### config.mk
export PLATFORM = sky130hd
export DESIGN_NAME = output_holdoff
export DESIGN_NICKNAME = d
export VERILOG_FILES = /design/src/rtl/output_pkg.sv /design/src/rtl/hold_timer.sv /design/src/rtl/output_holdoff.sv
export SDC_FILE = /design/constraint.sdc
export NUM_CORES = 1
export LEC_CHECK = 0
export ABC_CLOCK_PERIOD_IN_PS = 2200
export BUFFER_PORTS_ARGS = -buffer_cell sky130_fd_sc_hd__buf_2
export CAP_MARGIN = 10
export CORE_MARGIN = 2
export CORE_UTILIZATION = 40
export CTS_CLUSTER_DIAMETER = 200
export DETAILED_ROUTE_END_ITERATION = 8
export GPL_TIMING_DRIVEN = 0
export SYNTH_ARGS = -nofsm -noshare
export SYNTH_HDL_FRONTEND = slang
export SYNTH_SLANG_ARGS = --single-unit
### constraint.sdc
create_clock -name clk -period 2.2 [get_ports clk]
set_clock_uncertainty 0.2 [all_clocks]
set_input_delay 0.22 -clock clk [delete_from_list [all_inputs] [get_ports clk]]
set_output_delay 0.22 -clock clk [all_outputs]
set_load 0.01 [all_outputs]
### src/rtl/output_pkg.sv
// Shared definitions for the output hold-off block: state encoding and
// parameter range checking for the minimum on/off hold times.
package output_pkg;

  localparam logic [1:0] ST_IDLE_LO = 2'd0;
  localparam logic [1:0] ST_HOLD_HI = 2'd1;
  localparam logic [1:0] ST_IDLE_HI = 2'd2;
  localparam logic [1:0] ST_HOLD_LO = 2'd3;

  typedef enum logic [1:0] {
    IDLE_LO = ST_IDLE_LO,
    HOLD_HI = ST_HOLD_HI,
    IDLE_HI = ST_IDLE_HI,
    HOLD_LO = ST_HOLD_LO
  } state_e;

  // True when a hold time fits a WIDTH-bit counter as 1..2**WIDTH-1.
  function automatic bit hold_in_range(input int val, input int width);
    return (val >= 1) && (longint'(val) < (longint'(1) << width));
  endfunction

endpackage

### src/rtl/hold_timer.sv
// Down-counter for the minimum-hold interval: reloads on load, decrements
// while run is high, and stops at zero so it never wraps.
module hold_timer #(
  parameter int WIDTH = 16
) (
  input  logic             clk,
  input  logic             rst,
  input  logic             load,
  input  logic [WIDTH-1:0] load_val,
  input  logic             run,
  output logic             done
);

  logic [WIDTH-1:0] cnt_q;
  logic [WIDTH-1:0] cnt_d;

  always_comb begin
    cnt_d = cnt_q;
    if (load) begin
      cnt_d = load_val;
    end else if (run && (cnt_q != '0)) begin
      cnt_d = cnt_q - 1'b1;
    end
  end

  always_ff @(posedge clk or posedge rst) begin
    if (rst) begin
      cnt_q <= '0;
    end else begin
      cnt_q <= cnt_d;
    end
  end

  assign done = (cnt_q == '0);

endmodule

### src/rtl/output_holdoff.sv
// Output pin driver enforcing minimum on/off times: short requests are
// stretched (never dropped) and enable=0 forces a safe level at once.
module output_holdoff
  import output_pkg::*;
#(
  parameter int WIDTH      = 16,
  parameter int MIN_ON     = 1000,
  parameter int MIN_OFF    = 1000,
  parameter bit SAFE_LEVEL = 1'b0,
  parameter bit INVERT     = 1'b0
) (
  input  logic clk,
  input  logic rst,
  input  logic din,
  input  logic enable,
  output logic pin,
  output logic level,
  output logic busy,
  output logic pending
);

  if (!hold_in_range(MIN_ON, WIDTH)) begin : g_bad_min_on
    $error("output_holdoff: MIN_ON must be in 1..2**WIDTH-1");
  end
  if (!hold_in_range(MIN_OFF, WIDTH)) begin : g_bad_min_off
    $error("output_holdoff: MIN_OFF must be in 1..2**WIDTH-1");
  end

  // Counter reloads with MIN-1 so the level lasts exactly MIN cycles.
  localparam logic [WIDTH-1:0] ON_RELOAD  = WIDTH'(MIN_ON - 1);
  localparam logic [WIDTH-1:0] OFF_RELOAD = WIDTH'(MIN_OFF - 1);
  localparam state_e SAFE_STATE = SAFE_LEVEL ? IDLE_HI : IDLE_LO;

  state_e           state_q, state_d;
  logic             level_q, level_d;
  logic             pend_q, pend_d;
  logic             pin_q;
  logic             busy_q;
  logic             tmr_load;
  logic [WIDTH-1:0] tmr_val;
  logic             tmr_run;
  logic             tmr_done;

  hold_timer #(.WIDTH(WIDTH)) u_hold_timer (
    .clk      (clk),
    .rst      (rst),
    .load     (tmr_load),
    .load_val (tmr_val),
    .run      (tmr_run),
    .done     (tmr_done)
  );

  always_comb begin
    state_d  = state_q;
    level_d  = level_q;
    pend_d   = pend_q;
    tmr_load = 1'b0;
    tmr_val  = '0;
    tmr_run  = 1'b0;
    if (!enable) begin
      state_d  = SAFE_STATE;
      level_d  = SAFE_LEVEL;
      pend_d   = 1'b0;
      tmr_load = 1'b1;
    end else begin
      case (state_q)
        IDLE_LO: begin
          if (din) begin
            state_d  = HOLD_HI;
            level_d  = 1'b1;
            tmr_load = 1'b1;
            tmr_val  = ON_RELOAD;
          end
        end
        HOLD_HI: begin
          if (!tmr_done) begin
            tmr_run = 1'b1;
            if (!din) pend_d = 1'b1;
          end else if (!din || pend_q) begin
            state_d  = HOLD_LO;
            level_d  = 1'b0;
            pend_d   = 1'b0;
            tmr_load = 1'b1;
            tmr_val  = OFF_RELOAD;
          end else begin
            state_d = IDLE_HI;
            pend_d  = 1'b0;
          end
        end
        IDLE_HI: begin
          if (!din) begin
            state_d  = HOLD_LO;
            level_d  = 1'b0;
            tmr_load = 1'b1;
            tmr_val  = OFF_RELOAD;
          end
        end
        HOLD_LO: begin
          if (!tmr_done) begin
            tmr_run = 1'b1;
            if (din) pend_d = 1'b1;
          end else if (din || pend_q) begin
            state_d  = HOLD_HI;
            level_d  = 1'b1;
            pend_d   = 1'b0;
            tmr_load = 1'b1;
            tmr_val  = ON_RELOAD;
          end else begin
            state_d = IDLE_LO;
            pend_d  = 1'b0;
          end
        end
        default: begin
          state_d = SAFE_STATE;
          level_d = SAFE_LEVEL;
          pend_d  = 1'b0;
        end
      endcase
    end
  end

  // busy and pin are computed from next-state so every output is a flop.
  always_ff @(posedge clk or posedge rst) begin
    if (rst) begin
      state_q <= IDLE_LO;
      level_q <= 1'b0;
      pend_q  <= 1'b0;
      pin_q   <= INVERT;
      busy_q  <= 1'b0;
    end else begin
      state_q <= state_d;
      level_q <= level_d;
      pend_q  <= pend_d;
      pin_q   <= level_d ^ INVERT;
      busy_q  <= (state_d == HOLD_HI) || (state_d == HOLD_LO);
    end
  end

  assign pin     = pin_q;
  assign level   = level_q;
  assign busy    = busy_q;
  assign pending = pend_q;

endmodule

* After elaboration in Yosys (flattened, before gate mapping)
Cells that the tools add are included.
** Word-level totals
- Bits in registers :: 21
- Output and inout port bits :: 4
** Operators by class
- $add $sub $neg :: 1
- Eq/ne operators :: 14
- Mux-type cells :: 42
- Reduce and logical (&&, ||, !) cells :: 12
** Operators with widths (count)
- 16-bit one-hot mux with 4 select lines :: 1
- 10-bit two-way mux :: 6
- 16-bit two-way mux :: 3
- 1-bit two-way mux :: 23
- 3-bit != test (second input constant) :: 6
- 16-bit logical NOT :: 1
- 16-bit nonzero test :: 1
- 16-bit by 1-bit subtractor with 16-bit output (second input constant) :: 1
- 2-bit two-way mux :: 5
- 4-bit != test (second input constant) :: 2
- 1-bit one-hot mux with 4 select lines :: 2
- 2-bit one-hot mux with 4 select lines :: 1
- 2-bit == test (second input constant) :: 3
- 6-bit AND reduction :: 1
- 2-bit by 1-bit == test with 1-bit output (second input constant) :: 2
- 1-bit logical OR :: 3
- 3-bit by 1-bit != test with 1-bit output (second input constant) :: 1
- 3-bit AND reduction :: 1
- 2-bit logical NOT :: 1
- 1-bit one-hot mux with 2 select lines :: 1
- 2-bit nonzero test :: 1
- 2-bit OR reduction :: 1
- 1-bit logical AND :: 1
- 1-bit logical NOT :: 1

* Depth between registers and ports, before layout
- Word-level depth :: 8
- Mapped depth :: 8

* By module
From an unflattened synthesis, not the netlist that was laid out.
** Second synthesis, totals
- Cells, all modules :: 178
- Area total of the unflattened synthesis :: 1511.4 um^2
** Modules (own cells, without submodules)
- hold_timer :: times used 1, cells an instance 122, area an instance 1034.7 um^2, sequential area each 400.4 um^2
- output_holdoff :: times used 1, cells an instance 56, area an instance 476.7 um^2, sequential area each 125.1 um^2

* Worst setup path after synthesis
OpenSTA, ideal clock, no wires.
- Kind :: flip-flop to flip-flop
- Start point :: reg state_q[0]
- End point :: reg u_hold_timer.cnt_q[14]
- Library setup time :: 119 ps
- Data arrival time :: 1844 ps
- Slack :: 37 ps
- Cell stages (with the launch flop) :: 7
- Buffers on the path :: 0
- Period minus slack after synthesis :: 2163 ps
- Cells stage by stage :: dfrtp_1 -> inv_1 -> ha_1 -> or3b_2 -> and3_1 -> o21ai_1 -> o21ba_2
** Between the ends
- Longest elaborated chain between the ends :: 6
- Elaborated cells on any way between the ends :: 12
- Those cells by class :: eq/ne (3); mux (5); reduce/logical (4)
** Ends and longest elaborated chain
- start: declaration :: line output_holdoff.sv:34 : state_e state_q, state_d;
- start signal: assignment :: line output_holdoff.sv:131 : state_q <= state_d;
- 2-bit == test or 2-bit by 1-bit == test with 1-bit output (tied branches) :: line output_holdoff.sv:66 : case (state_q)
- 2-bit OR reduction (no line)
- 1-bit two-way mux
- 1-bit two-way mux :: line output_holdoff.sv:60 : if (!enable) begin
- 1-bit logical AND :: line hold_timer.sv:21 : end else if (run && (cnt_q != '0)) begin
- 2-bit nonzero test (no line)
- end signal: assignment :: line hold_timer.sv:30 : cnt_q <= cnt_d;
- end: declaration :: line hold_timer.sv:14 : logic [WIDTH-1:0] cnt_q;
Parallel ways exist; a longest one is shown, timed or not.
A chain may end at the register's enable or synchronous reset.

* Worst setup path after layout
- Start point :: reg state_q[1]
- End point :: reg pin_q, in the netlist pin
** Between the ends
- Longest elaborated chain between the ends :: 3
- Elaborated cells on any way between the ends :: 13
- Those cells by class :: eq/ne (9); mux (2); reduce/logical (2)
** Ends and longest elaborated chain
- 2-bit == test, or another cell as far along :: line output_holdoff.sv:66
- 3-bit != test (no line) or 1-bit one-hot mux with 4 select lines (tied branches)
- 6-bit AND reduction (no line) or 1-bit two-way mux (tied branches)
- end signal: assignment :: line output_holdoff.sv:134 : pin_q <= level_d ^ INVERT;
- end: declaration :: line output_holdoff.sv:37 : logic pin_q;
Parallel ways exist; a longest one is shown, timed or not.

==> results by stage <==
Run status:
- The flow ran to the end, and the final reports show no timing, DRC or antenna violations.

Pwr:
- The worst-case IR drop observed on VDD is 0.000437 V.
- The power per cell area is 997 nW/µm².
- The leakage power of the design is 0.000720 µW.
- The power consumption is ~1700 µW.

Synthesis:
- Dividing the synthesized area by the synthesized cell count gives 9.47 µm².
- The most instantiated library cell after synthesis is sky130_fd_sc_hd__dfrtp_1.
- The proportion of register bits with asynchronous set or reset after synthesis is 100%.
- Of the synthesized area, sequential elements account for 34.8%.
- The Yosys step of the flow raised 0 warnings.
- The number of different library cells used by synthesis comes to 48.
- The net count after synthesis is 163.
- Of the post-synthesis cell area, the dominant cell type holds a little over a third.
- The instance count of the mapped netlist is 152.
- By area the synthesized netlist is led by sky130_fd_sc_hd__dfrtp_1 35%, sky130_fd_sc_hd__ha_1 6.1%, sky130_fd_sc_hd__nor2_1 3.6%.
- The cell type with the highest aggregate area in the netlist is sky130_fd_sc_hd__dfrtp_1.
- The post-synthesis instance area is 1440 µm².
- The synthesized design contains 20 register bits.
- For this run, the leading register cell type out of synthesis is sky130_fd_sc_hd__dfrtp_1.
- The number of enable-type register cells in the synthesized netlist is 0.
- By count the netlist is led by 20 x sky130_fd_sc_hd__dfrtp_1, 14 x sky130_fd_sc_hd__nor2_1, 8 x sky130_fd_sc_hd__inv_1.

Worst setup path:
- By startpoint and endpoint, the worst setup path is classified as reg2reg.
- The element type at the critical path start is a register.
- In this design, the stage delay of the slowest critical-path cell is roughly 0.47 ns.
- Walking the worst path, the cells encountered are ha_1 > buf_2 > mux2_2 > a221oi_1 > a21oi_1 > a311oi_1.
- The biggest fanout along the worst timing path is 9.
- The endpoint class of the critical path is a register.
- The critical path launch point is state_q[1].
- Counting both buffers and inverters, the worst setup path holds a total of 1.
- STA puts the critical path data arrival time at 2.14 ns.
- The slowest stage of the critical path is the sky130_fd_sc_hd__dfrtp_2 cell.
- The worst register-to-register path begins at state_q[1].
- Data on the critical path is required at its endpoint by 2.21 ns.
- The cell family with the largest share of critical-path delay is compound AO/OA/AOI/OAI gates.

Placement:
- The number of input and output port buffers inserted is 7.
- The wire-length estimate of the detail-placed layout is 2320 µm.
- At the placement stage, the worst setup path has a slack of -0.159 ns.
- The final estimated routing congestion in global placement is 0.807.

Floorplan:
- The I/O pin total is 8.
- The vertical die dimension is 64 µm.
- The placeable core region is 3390 µm².
- The initial utilization of the core area, before any placement, comes to 42.5%.
- The chip width is roughly 64 µm.
- In this run the core area contains 21 standard-cell rows.
- The floorplan step defined a die boundary enclosing 4100 µm².

Drt:
- The number of design-rule violations left by the first detailed-router iteration is 74.
- The number of detailed-route iterations in the first pass is 4.
- Summed over all layers, the routed wires come to 3160 µm.
- The number of routed nets with antenna violations is 0.
- The detailed-route DRC error count is 0.
- In the final routed layout, each cell accounts on average for 14.7 µm.
- In the routed layout, each cell is associated on average with a via count of 5.67.
- The overall via count from detail_route is ~1,200.

STA:
- Setup repair after global routing left no endpoint under its margin.
- At the pin with the least slew margin, the transition time is 0.771 ns.
- The worst path in the final design needs a cycle of 2.13 ns, including I/O delays and setup.
- The worst path setup slack after routing is 0.0728 ns.
- After layout, the worst path uses 96.7% of the clock period.
- The count of final hold-check violations is 0.
- The final count of pins violating max slew is 0.
- The total negative slack for setup checks is 0 ns.
- Headroom to the max-slew limit came out at 48.5%.
- The highest clock frequency the design can meet is 470 MHz.
- The total setup violations reported at the end of the flow is 0.

GRT:
- In the global route stage, overall resource usage came out at 17.0%.
- The initial antenna violation count is 0.
- The first-pass GRT wire length is 5600 µm.
- The via count of the first global-routing pass was 1,179.
- The total overflow left after global routing is 0.
- The pin count of the biggest net entering global routing is 21.

Clock network:
- For this design, the sink count on the clock tree is 20.
- The clock slew at the register clock pins of the worst setup and hold paths is approximately 0.12 ns.
- The root buffer cell chosen for the clock tree is sky130_fd_sc_hd__clkbuf_4.
- CTS built an H-tree with a depth of 1.
- The number of buffers added by the clock tree synthesis step is 3.
- No sink is reached through more buffers than the 2 on the longest clock path.
- The clock latency of the later-clocked register in the worst-skew pair is 0.31 ns.
- The TritonCTS clock tree is yes.

Final layout:
- Counting the fill cells in the layout gives between 300 and 400.
- The number of antenna repair diodes is 0.
- The area growth from synthesis to layout is 16.2%.
- In the final design database the tool counted 180 nets.
- The fraction of the core area covered by cells at the end of the flow is 49.4%.
- Of the cells placed in the final design, the portion with a size suffix greater than 1 is 28.0%.

Worst hold path:
- In this run the most critical hold path is launched from enable.
- The min-delay analysis places its worst path in the category in2reg.

Job:
- The reported max-cap violation count is 0.
[stage by stage]
step / cells / hold slack, ns / area, µm²
final: 214 / 0.0835 / 1670
after global routing: 214 / 0.0697 / 1670
after CTS: 214 / 0.0777 / 1630
after detailed placement: 205 / 0.215 / 1530
after global placement: 205 / 0.200 / 1530
after floorplan: 152 / -0.0162 / 1440
[cell usage in the layout, fill, tap and decap left out, types with 3 or more instances in the layout]
| cell type | netlist | routed |
|---|---|---|
| sky130_fd_sc_hd__inv_1 | 8 | 6 |
| sky130_fd_sc_hd__clkbuf_4 | 0 | 3 |
| sky130_fd_sc_hd__and3_1 | 6 | 6 |
| sky130_fd_sc_hd__buf_4 | 2 | 7 |
| sky130_fd_sc_hd__xor2_1 | 5 | 5 |
| sky130_fd_sc_hd__o211a_1 | 4 | 3 |
| sky130_fd_sc_hd__o21ai_0 | 6 | 5 |
| sky130_fd_sc_hd__nand3_1 | 6 | 6 |
| sky130_fd_sc_hd__dfrtp_1 | 20 | 18 |
| sky130_fd_sc_hd__buf_2 | 3 | 9 |
| sky130_fd_sc_hd__nand2_1 | 5 | 5 |
| sky130_fd_sc_hd__a21oi_1 | 7 | 7 |
| sky130_fd_sc_hd__ha_1 | 7 | 4 |
| sky130_fd_sc_hd__nor3b_1 | 3 | 3 |
| sky130_fd_sc_hd__o2111a_1 | 4 | 4 |
| sky130_fd_sc_hd__or3_1 | 6 | 6 |
| sky130_fd_sc_hd__nor3_1 | 4 | 3 |
| sky130_fd_sc_hd__nor4_2 | 3 | 3 |
| sky130_fd_sc_hd__nor2_1 | 14 | 14 |
[worst paths after layout]
| check | slack [ns] | depth (start not counted) | endpoint |
|---|---|---|---|
| worst max-delay path | 0.07 | 6 | pin |
| worst min-delay path | 0.08 | 3 | state_q[0] |
| worst max register to register | 0.07 | 6 | pin |
| worst min register to register | 0.38 | 2 | u_hold_timer.cnt_q[15] |
| max in group asynchronous | 0.90 | 3 | state_q[0] |
| min in group asynchronous | 0.38 | 3 | u_hold_timer.cnt_q[0] |
[area by class of cell]
type	count	area (µm²)	share of cell area [%]
plain buffers	5	28.8	1.72
multi-input cells	118	935	55.9
well taps	46	57.6	3.44
inverters	8	30.0	1.80
flip-flops and latches	20	503	30.1
clock buffers	4	36.3	2.17
repair buffers	13	82.6	4.94
[cell families (layout without fill, tap and decap cells)]
logic type / count (synthesis) / count (layout) / share of synthesized area (%)
adder cells (fa/ha/maj): 7 / 7 / 6.08
buffers and inverters: 14 / 30 / 4.43
XOR/XNOR: 6 / 6 / 3.65
flip-flops: 20 / 20 / 34.8
AO/OA/AOI/OAI: 43 / 43 / 24.5
multiplexers: 1 / 1 / 0.782
AND/OR/NAND/NOR: 61 / 61 / 25.8
[registers in the layout (all words and copies together), names as in the netlist]
| signal | count |
|---|---|
| pending | 1 |
| pin | 1 |
| u_hold_timer.cnt_q | 16 |
| state_q | 2 |
[routing by layer]
layer	GRT usage (%)	share of wire, %
met5	0	0
met3	2.64	2.0
met4	3.26	0.38
met1	23.2	48
met2	28.6	49
[what timing repair did]
action / 4_1_cts / 5_1_grt
endpoints found under the hold margin: 20 / 0
pin swaps: 1 / 0
setup buffers: 5 / 0
hold buffers: 1 / 0
setup endpoints to repair: 14 / 15
gates resized for setup: 4 / 12
[tightest hold or removal path: stages]
cell,delay (ns)
sky130_fd_sc_hd__buf_2,0.13
sky130_fd_sc_hd__inv_1,0.15
sky130_fd_sc_hd__nor4_2,0.07
[power by group]
| part | switching (µW) | total [µW] | internal (µW) |
|---|---|---|---|
| Clock | 120 | 221 | 101 |
| Combinational | 491 | 887 | 396 |
| Sequential | 113 | 560 | 447 |
| Total | 725 | 1670 | 944 |
Note: power is estimated with default switching activity, not from simulation.
